### src/rtl/mips_pkg.sv
// Shared encodings for the multi-cycle MIPS core: FSM states, opcodes/functs, ALU control.
// Optional performance counters in the core are enabled by defining MULTICYCLE_MIPS_PERF_EN.
package mips_pkg;

  localparam logic [2:0] S_FETCH  = 3'd0;
  localparam logic [2:0] S_DECODE = 3'd1;
  localparam logic [2:0] S_EXEC   = 3'd2;
  localparam logic [2:0] S_MEM    = 3'd3;
  localparam logic [2:0] S_WB     = 3'd4;

  localparam logic [5:0] OP_RTYPE = 6'h00;
  localparam logic [5:0] OP_J     = 6'h02;
  localparam logic [5:0] OP_JAL   = 6'h03;
  localparam logic [5:0] OP_BEQ   = 6'h04;
  localparam logic [5:0] OP_ADDI  = 6'h08;
  localparam logic [5:0] OP_LW    = 6'h23;
  localparam logic [5:0] OP_SW    = 6'h2B;

  localparam logic [5:0] FN_JR  = 6'h08;
  localparam logic [5:0] FN_ADD = 6'h20;
  localparam logic [5:0] FN_SUB = 6'h22;
  localparam logic [5:0] FN_AND = 6'h24;
  localparam logic [5:0] FN_OR  = 6'h25;
  localparam logic [5:0] FN_SLT = 6'h2A;

  typedef enum logic [2:0] {ALU_ADD, ALU_SUB, ALU_AND, ALU_OR, ALU_SLT} alu_ctl_e;

  function automatic alu_ctl_e funct_to_alu(input logic [5:0] funct);
    case (funct)
      FN_SUB:  return ALU_SUB;
      FN_AND:  return ALU_AND;
      FN_OR:   return ALU_OR;
      FN_SLT:  return ALU_SLT;
      default: return ALU_ADD;
    endcase
  endfunction

endpackage

### src/rtl/mips_regfile.sv
// Register file: REG_NUM x DATA_W, two asynchronous reads, one synchronous write.
// r0 always reads zero and silently drops writes.
module mips_regfile #(
  parameter int DATA_W  = 32,
  parameter int REG_NUM = 32,
  localparam int RW     = $clog2(REG_NUM)
) (
  input  logic              clk,
  input  logic              rst_n,
  input  logic [RW-1:0]     raddr1,
  input  logic [RW-1:0]     raddr2,
  input  logic              we,
  input  logic [RW-1:0]     waddr,
  input  logic [DATA_W-1:0] wdata,
  output logic [DATA_W-1:0] rdata1,
  output logic [DATA_W-1:0] rdata2
);

  logic [DATA_W-1:0] regs [REG_NUM];

  always_ff @(posedge clk or negedge rst_n) begin
    if (!rst_n) begin
      for (int i = 0; i < REG_NUM; i++) regs[i] <= '0;
    end else if (we && (waddr != '0)) begin
      regs[waddr] <= wdata;
    end
  end

  assign rdata1 = (raddr1 == '0) ? '0 : regs[raddr1];
  assign rdata2 = (raddr2 == '0) ? '0 : regs[raddr2];

endmodule

### src/rtl/multicycle_mips.sv
// Multi-cycle MIPS core: FETCH/DECODE/EXEC/MEM/WB over one shared ALU, stalls in MEM on mem_ready.
// Define MULTICYCLE_MIPS_PERF_EN to add the cycle_cnt/instr_cnt counter outputs.
module multicycle_mips
  import mips_pkg::*;
#(
  parameter int               DATA_W   = 32,
  parameter int               REG_NUM  = 32,
  parameter int               DMEM_AW  = 7,
  parameter logic [DATA_W-1:0] RESET_PC = '0
) (
  input  logic               clk,
  input  logic               rst_n,
  output logic [DATA_W-1:0]  IR_addr,
  input  logic [31:0]        IR,
  input  logic [DATA_W-1:0]  ReadDataMem,
  input  logic               mem_ready,
  output logic               CEN,
  output logic               WEN,
  output logic               OEN,
  output logic [DMEM_AW-1:0] A,
  output logic [DATA_W-1:0]  ReadData2,
  output logic [DATA_W-1:0]  RF_writedata,
  output logic               retire
`ifdef MULTICYCLE_MIPS_PERF_EN
  ,
  output logic [31:0]        cycle_cnt,
  output logic [31:0]        instr_cnt
`endif
);

  localparam int RW = $clog2(REG_NUM);
  localparam logic [4:0] R31 = 5'd31;

  logic [2:0]        state;
  logic [DATA_W-1:0] pc, a_q, b_q, alu_out, mdr;
  logic [31:0]       instr;

  logic [5:0]        op, funct;
  logic [DATA_W-1:0] sext_imm;
  logic              is_r_alu, is_jr, is_addi, is_lw, is_sw, is_beq, is_j, is_jal, is_valid;

  assign op       = instr[31:26];
  assign funct    = instr[5:0];
  assign sext_imm = {{(DATA_W-16){instr[15]}}, instr[15:0]};

  assign is_r_alu = (op == OP_RTYPE) &&
                    (funct inside {FN_ADD, FN_SUB, FN_AND, FN_OR, FN_SLT});
  assign is_jr    = (op == OP_RTYPE) && (funct == FN_JR);
  assign is_addi  = (op == OP_ADDI);
  assign is_lw    = (op == OP_LW);
  assign is_sw    = (op == OP_SW);
  assign is_beq   = (op == OP_BEQ);
  assign is_j     = (op == OP_J);
  assign is_jal   = (op == OP_JAL);
  assign is_valid = is_r_alu | is_jr | is_addi | is_lw | is_sw | is_beq | is_j | is_jal;

  // Register file; indices wrap modulo REG_NUM by taking the low RW bits.
  logic              rf_we;
  logic [RW-1:0]     rf_waddr;
  logic [DATA_W-1:0] rf_wdata, rf_rd1, rf_rd2;

  mips_regfile #(.DATA_W(DATA_W), .REG_NUM(REG_NUM)) u_regfile (
    .clk    (clk),
    .rst_n  (rst_n),
    .raddr1 (instr[20+RW:21]),
    .raddr2 (instr[15+RW:16]),
    .we     (rf_we),
    .waddr  (rf_waddr),
    .wdata  (rf_wdata),
    .rdata1 (rf_rd1),
    .rdata2 (rf_rd2)
  );

  // One ALU: PC+4 in FETCH, branch target in DECODE, datapath/address in EXEC.
  logic [DATA_W-1:0] alu_a, alu_b, alu_res;
  alu_ctl_e          alu_ctl;

  always_comb begin
    alu_a   = pc;
    alu_b   = DATA_W'(4);
    alu_ctl = ALU_ADD;
    if (state == S_DECODE) begin
      alu_b = sext_imm << 2;
    end else if (state == S_EXEC) begin
      alu_a   = a_q;
      alu_b   = is_r_alu ? b_q : sext_imm;
      alu_ctl = is_r_alu ? funct_to_alu(funct) : ALU_ADD;
    end
  end

  always_comb begin
    case (alu_ctl)
      ALU_SUB: alu_res = alu_a - alu_b;
      ALU_AND: alu_res = alu_a & alu_b;
      ALU_OR:  alu_res = alu_a | alu_b;
      ALU_SLT: alu_res = ($signed(alu_a) < $signed(alu_b)) ? DATA_W'(1) : '0;
      default: alu_res = alu_a + alu_b;
    endcase
  end

  // jal links in EXEC (PC already holds PC+4); all other writes happen in WB.
  always_comb begin
    rf_we    = 1'b0;
    rf_waddr = '0;
    rf_wdata = '0;
    if (state == S_EXEC && is_jal) begin
      rf_we    = 1'b1;
      rf_waddr = R31[RW-1:0];
      rf_wdata = pc;
    end else if (state == S_WB) begin
      rf_we    = 1'b1;
      rf_waddr = is_r_alu ? instr[10+RW:11] : instr[15+RW:16];
      rf_wdata = is_lw ? mdr : alu_out;
    end
  end

  always_ff @(posedge clk or negedge rst_n) begin
    if (!rst_n) begin
      state        <= S_FETCH;
      pc           <= RESET_PC;
      instr        <= '0;
      a_q          <= '0;
      b_q          <= '0;
      alu_out      <= '0;
      mdr          <= '0;
      RF_writedata <= '0;
    end else begin
      if (rf_we) RF_writedata <= rf_wdata;
      case (state)
        S_FETCH: begin
          instr <= IR;
          pc    <= alu_res;
          state <= S_DECODE;
        end
        S_DECODE: begin
          a_q     <= rf_rd1;
          b_q     <= rf_rd2;
          alu_out <= alu_res;
          state   <= is_valid ? S_EXEC : S_FETCH;
        end
        S_EXEC: begin
          if (is_r_alu || is_addi) begin
            alu_out <= alu_res;
            state   <= S_WB;
          end else if (is_lw || is_sw) begin
            alu_out <= alu_res;
            state   <= S_MEM;
          end else begin
            if (is_beq && (a_q == b_q)) pc <= alu_out;
            if (is_j || is_jal)         pc <= {pc[DATA_W-1:28], instr[25:0], 2'b00};
            if (is_jr)                  pc <= a_q;
            state <= S_FETCH;
          end
        end
        S_MEM: begin
          if (mem_ready) begin
            if (is_lw) begin
              mdr   <= ReadDataMem;
              state <= S_WB;
            end else begin
              state <= S_FETCH;
            end
          end
        end
        default: state <= S_FETCH;
      endcase
    end
  end

  assign IR_addr   = pc;
  assign CEN       = (state != S_MEM);
  assign WEN       = !((state == S_MEM) && is_sw);
  assign OEN       = 1'b0;
  assign A         = alu_out[DMEM_AW+1:2];
  assign ReadData2 = b_q;
  assign retire    = ((state == S_DECODE) && !is_valid) ||
                     ((state == S_EXEC) && (is_beq || is_j || is_jal || is_jr)) ||
                     ((state == S_MEM) && mem_ready && is_sw) ||
                     (state == S_WB);

`ifdef MULTICYCLE_MIPS_PERF_EN
  always_ff @(posedge clk or negedge rst_n) begin
    if (!rst_n) begin
      cycle_cnt <= '0;
      instr_cnt <= '0;
    end else begin
      cycle_cnt <= cycle_cnt + 32'd1;
      if (retire) instr_cnt <= instr_cnt + 32'd1;
    end
  end
`endif

endmodule

### config.mk
export PLATFORM = sky130hd
export DESIGN_NAME = multicycle_mips
export DESIGN_NICKNAME = d
export VERILOG_FILES = /design/src/rtl/mips_pkg.sv /design/src/rtl/mips_regfile.sv /design/src/rtl/multicycle_mips.sv
export SDC_FILE = /design/constraint.sdc
export NUM_CORES = 2
export LEC_CHECK = 0
export BUFFER_PORTS_ARGS = -buffer_cell sky130_fd_sc_hd__buf_2
export CAP_MARGIN = 25
export CELL_PAD_IN_SITES_DETAIL_PLACEMENT = 0
export CELL_PAD_IN_SITES_GLOBAL_PLACEMENT = 1
export CORE_MARGIN = 2
export CORE_UTILIZATION = 40
export CTS_CLUSTER_SIZE = 8
export DETAILED_ROUTE_END_ITERATION = 12
export PLACE_DENSITY_LB_ADDON = 0.08
export SLEW_MARGIN = 20
export SYNTH_ARGS = -nofsm -noshare
export SYNTH_HDL_FRONTEND = slang
export SYNTH_SLANG_ARGS = --single-unit
### constraint.sdc
create_clock -name clk -period 14.4 [get_ports clk]
set_clock_uncertainty 0.1 [all_clocks]
set_input_delay 2.16 -clock clk [delete_from_list [all_inputs] [get_ports clk]]
set_output_delay 2.16 -clock clk [all_outputs]
set_load 0.05 [all_outputs]
==> metrics.csv <==
metric,value,unit
max_freq,154,MHz
reg2reg_depth,18,
grt_pass1_vias,53800,
status,finished clean,
hold_violations,0,
async_reset_ff_share,100,%
hold_class,reg2reg,
synth_area_per_cell,9.86,sq um
setup_viol,0,
initial_utilization,40.3,%
p_switching,6.24,mW
syn_area,0.0684,sq mm
layout_commonest_cell,dfrtp_1,
layout_common_cells,"dfrtp_1, nand2_1, a21oi_1",
maxCapViolCount,0,
io_buffers,172,
pwr-share-comb,42.5,%
cts_root_buf,clkbuf_16,
io_pins,174,
switching_share,44.4,%
grt_usage,31.0,%
rsz0062_at_grt,no,
period_minus_slack,6.49,ns
place_hpwl,168,mm
setup_tns,0,ns
rows,151,
synth_edf_count,0,
clk_latency,0.82,ns
pre_cts_slack,8.00,ns
cts.repair.resized,0,
dieArea,0.174,sq mm
vias,54700,
fin_ws,7.91,ns
drt_drc_violations_left,0,
slew_headroom,25.3,%
crit_path_start_kind,register,
critical_path_required,14.98,ns
fin_total_pwr,14.1,mW
period_share,45.1,%
cts_buffers,176,
cts_hold_buf,0,
worst_pin_slew,1.12,ns
p_int,7.82,mW
dpl.cell_count,8813,
syn_to_final_growth,11.5,%
netlist_instances,6941,
fillerInstances,16200,
fp.dieW,418,microns
drt_iter0_drc,5180,
fin_area,0.0763,sq mm
finalCoreUtilization,45.0,%
drt_pre_antenna_iters,6,
seq_area,0.0313,sq mm
cts_buffer_depth,3,
cts_setup_buffers,0,
p_clk_share,27.3,%
synth-seq-cells,1251,
cp-end-kind,register,
wl_per_cell,30.1,microns
ys.flop_type,dfrtp_1,
ant_nets,0,
cts_tree,built,
finalWirelength,272,mm
design.core.area,0.170,sq mm
cp.arrival,7.07,ns
clk_pin_slew,0.05,ns
stdcell_count,9030,
synth_nets,7106,
finalNetCount,6946,
htreeDepth,4,
cp_max_fo,34,
power.leakage,33.6,nW
report.final.slew_viol_count,0,
synth_area_leaders,"dfrtp_1, mux4_2, a21oi_1, mux2i_1, nand2_1",
synth_top_area_share,45.7,%
path_class,reg2reg,
holdPathStages,0,
via_per_inst,6.06,
multi_input_area,0.0346,sq mm
grt_overflow_total,0,
ys_warn_count,0,
gp_congestion,0.941,
yosysUniqueCellTypes,78,
whs,0.297,ns
grt_max_degree,162,
ir_worst_vdd,0.132,mV
yosys.area.top_type,dfrtp_1,
clock_sinks,1251,
placed_cell_area,0.0713,sq mm
yosysSeqAreaShare,45.7,%
die_y,418,microns
grt_pass1_wl,393,mm
drive_gt1_share,17.0,%
pwr_density_cell,184,mW/mm^2
seqPwrFrac,30.3,%
antenna_found_initial,11,
-- power groups by stage --
stage	sequential, mW	clock (mW)	combinational [mW]
floorplan	4.27	0	3.72
global placement	4.31	0	5.92
detailed placement	4.31	0	5.92
CTS	4.25	3.91	5.94
global route	4.27	4.05	6.36
finish	4.25	3.84	5.97
-- cell usage after synthesis, types with 27 or more instances --
cell and number:
mux4_2 379, o21ai_0 602, nand2_1 894, a221oi_1 27, a211oi_1 43, buf_2 41
mux2i_1 341, a21o_1 31, mux2_2 128, ha_1 96, inv_1 102, a21oi_1 879
o221ai_1 82, o21ai_1 92, nor3_1 64, dfrtp_1 1251, clkbuf_1 542, nand2b_1 30
o211ai_1 36, o22ai_1 99, nor2_1 770, buf_1 78, xnor2_1 28
-- path summary, 6_finish.rpt --
path	start	slack, ns	endpoint
max in group asynchronous	rst_n	9.83	u_regfile.regs[67]$_DFFE_PN0P_
min in group asynchronous	rst_n	1.24	u_regfile.regs[607]$_DFFE_PN0P_
hold / removal	u_regfile.regs[1002]$_DFFE_PN0P_	0.30	u_regfile.regs[1002]$_DFFE_PN0P_
setup / recovery	instr[26]$_DFFE_PN0N_	7.91	alu_out[30]$_DFFE_PN0P_
setup reg to reg	instr[26]$_DFFE_PN0N_	7.91	alu_out[30]$_DFFE_PN0P_
hold reg to reg	u_regfile.regs[1002]$_DFFE_PN0P_	0.30	u_regfile.regs[1002]$_DFFE_PN0P_
-- critical path, cell delays in order (launching register included) --
cell and delay [ns]:
dfrtp_1 0.40, or4_1 0.58, or3_1 0.57, nor2_4 0.17, buf_4 0.47, o21ai_0 0.16, and2_1 0.49, a21o_1 0.31
ha_1 0.43, or4_1 0.61, nor3_1 0.40, and2_1 0.20, o311ai_1 0.13, and3_1 0.25, o31ai_1 0.47, a21oi_1 0.16
o211a_1 0.22, o21ai_1 0.11, a31oi_1 0.09
-- per-layer routing --
metal | vias to the layer above | GRT usage, % | share of wire [%]
met1 | 28000 | 44.4 | 45
met3 | 449 | 4.17 | 5.9
met2 | 1861 | 48.8 | 46
met5 | - | 0 | 0
li1 | 24400 | - | -
met4 | 0 | 10.1 | 3.3
-- area by class of cell --
type	count	area share [%]
inverter	102	0.502
tap	2218	3.64
multi-input combinational	4911	45.3
timing repair buffer	339	3.17
clock inverter	14	0.310
clock buffer	192	6.00
antenna	3	0.00984
sequential	1251	41.1
-- flip-flops by register name (all words and copies together) (netlist names) --
name	count
IR_addr	32
RF_writedata	32
ReadData2	32
a_q	32
alu_out	32
instr	32
mdr	32
state	3
u_regfile.regs	1024
-- logic make-up after synthesis --
logic type	Yosys count	synth area share [%]
compound gates	2026	16.7
xor+xnor	44	0.563
fa+ha+maj	98	1.81
buf+inv	779	4.45
flops	1251	45.7
mux	848	19.6
other cells	1	0.00548
simple gates	1894	11.2
Note: power is estimated with default switching activity, not from simulation.
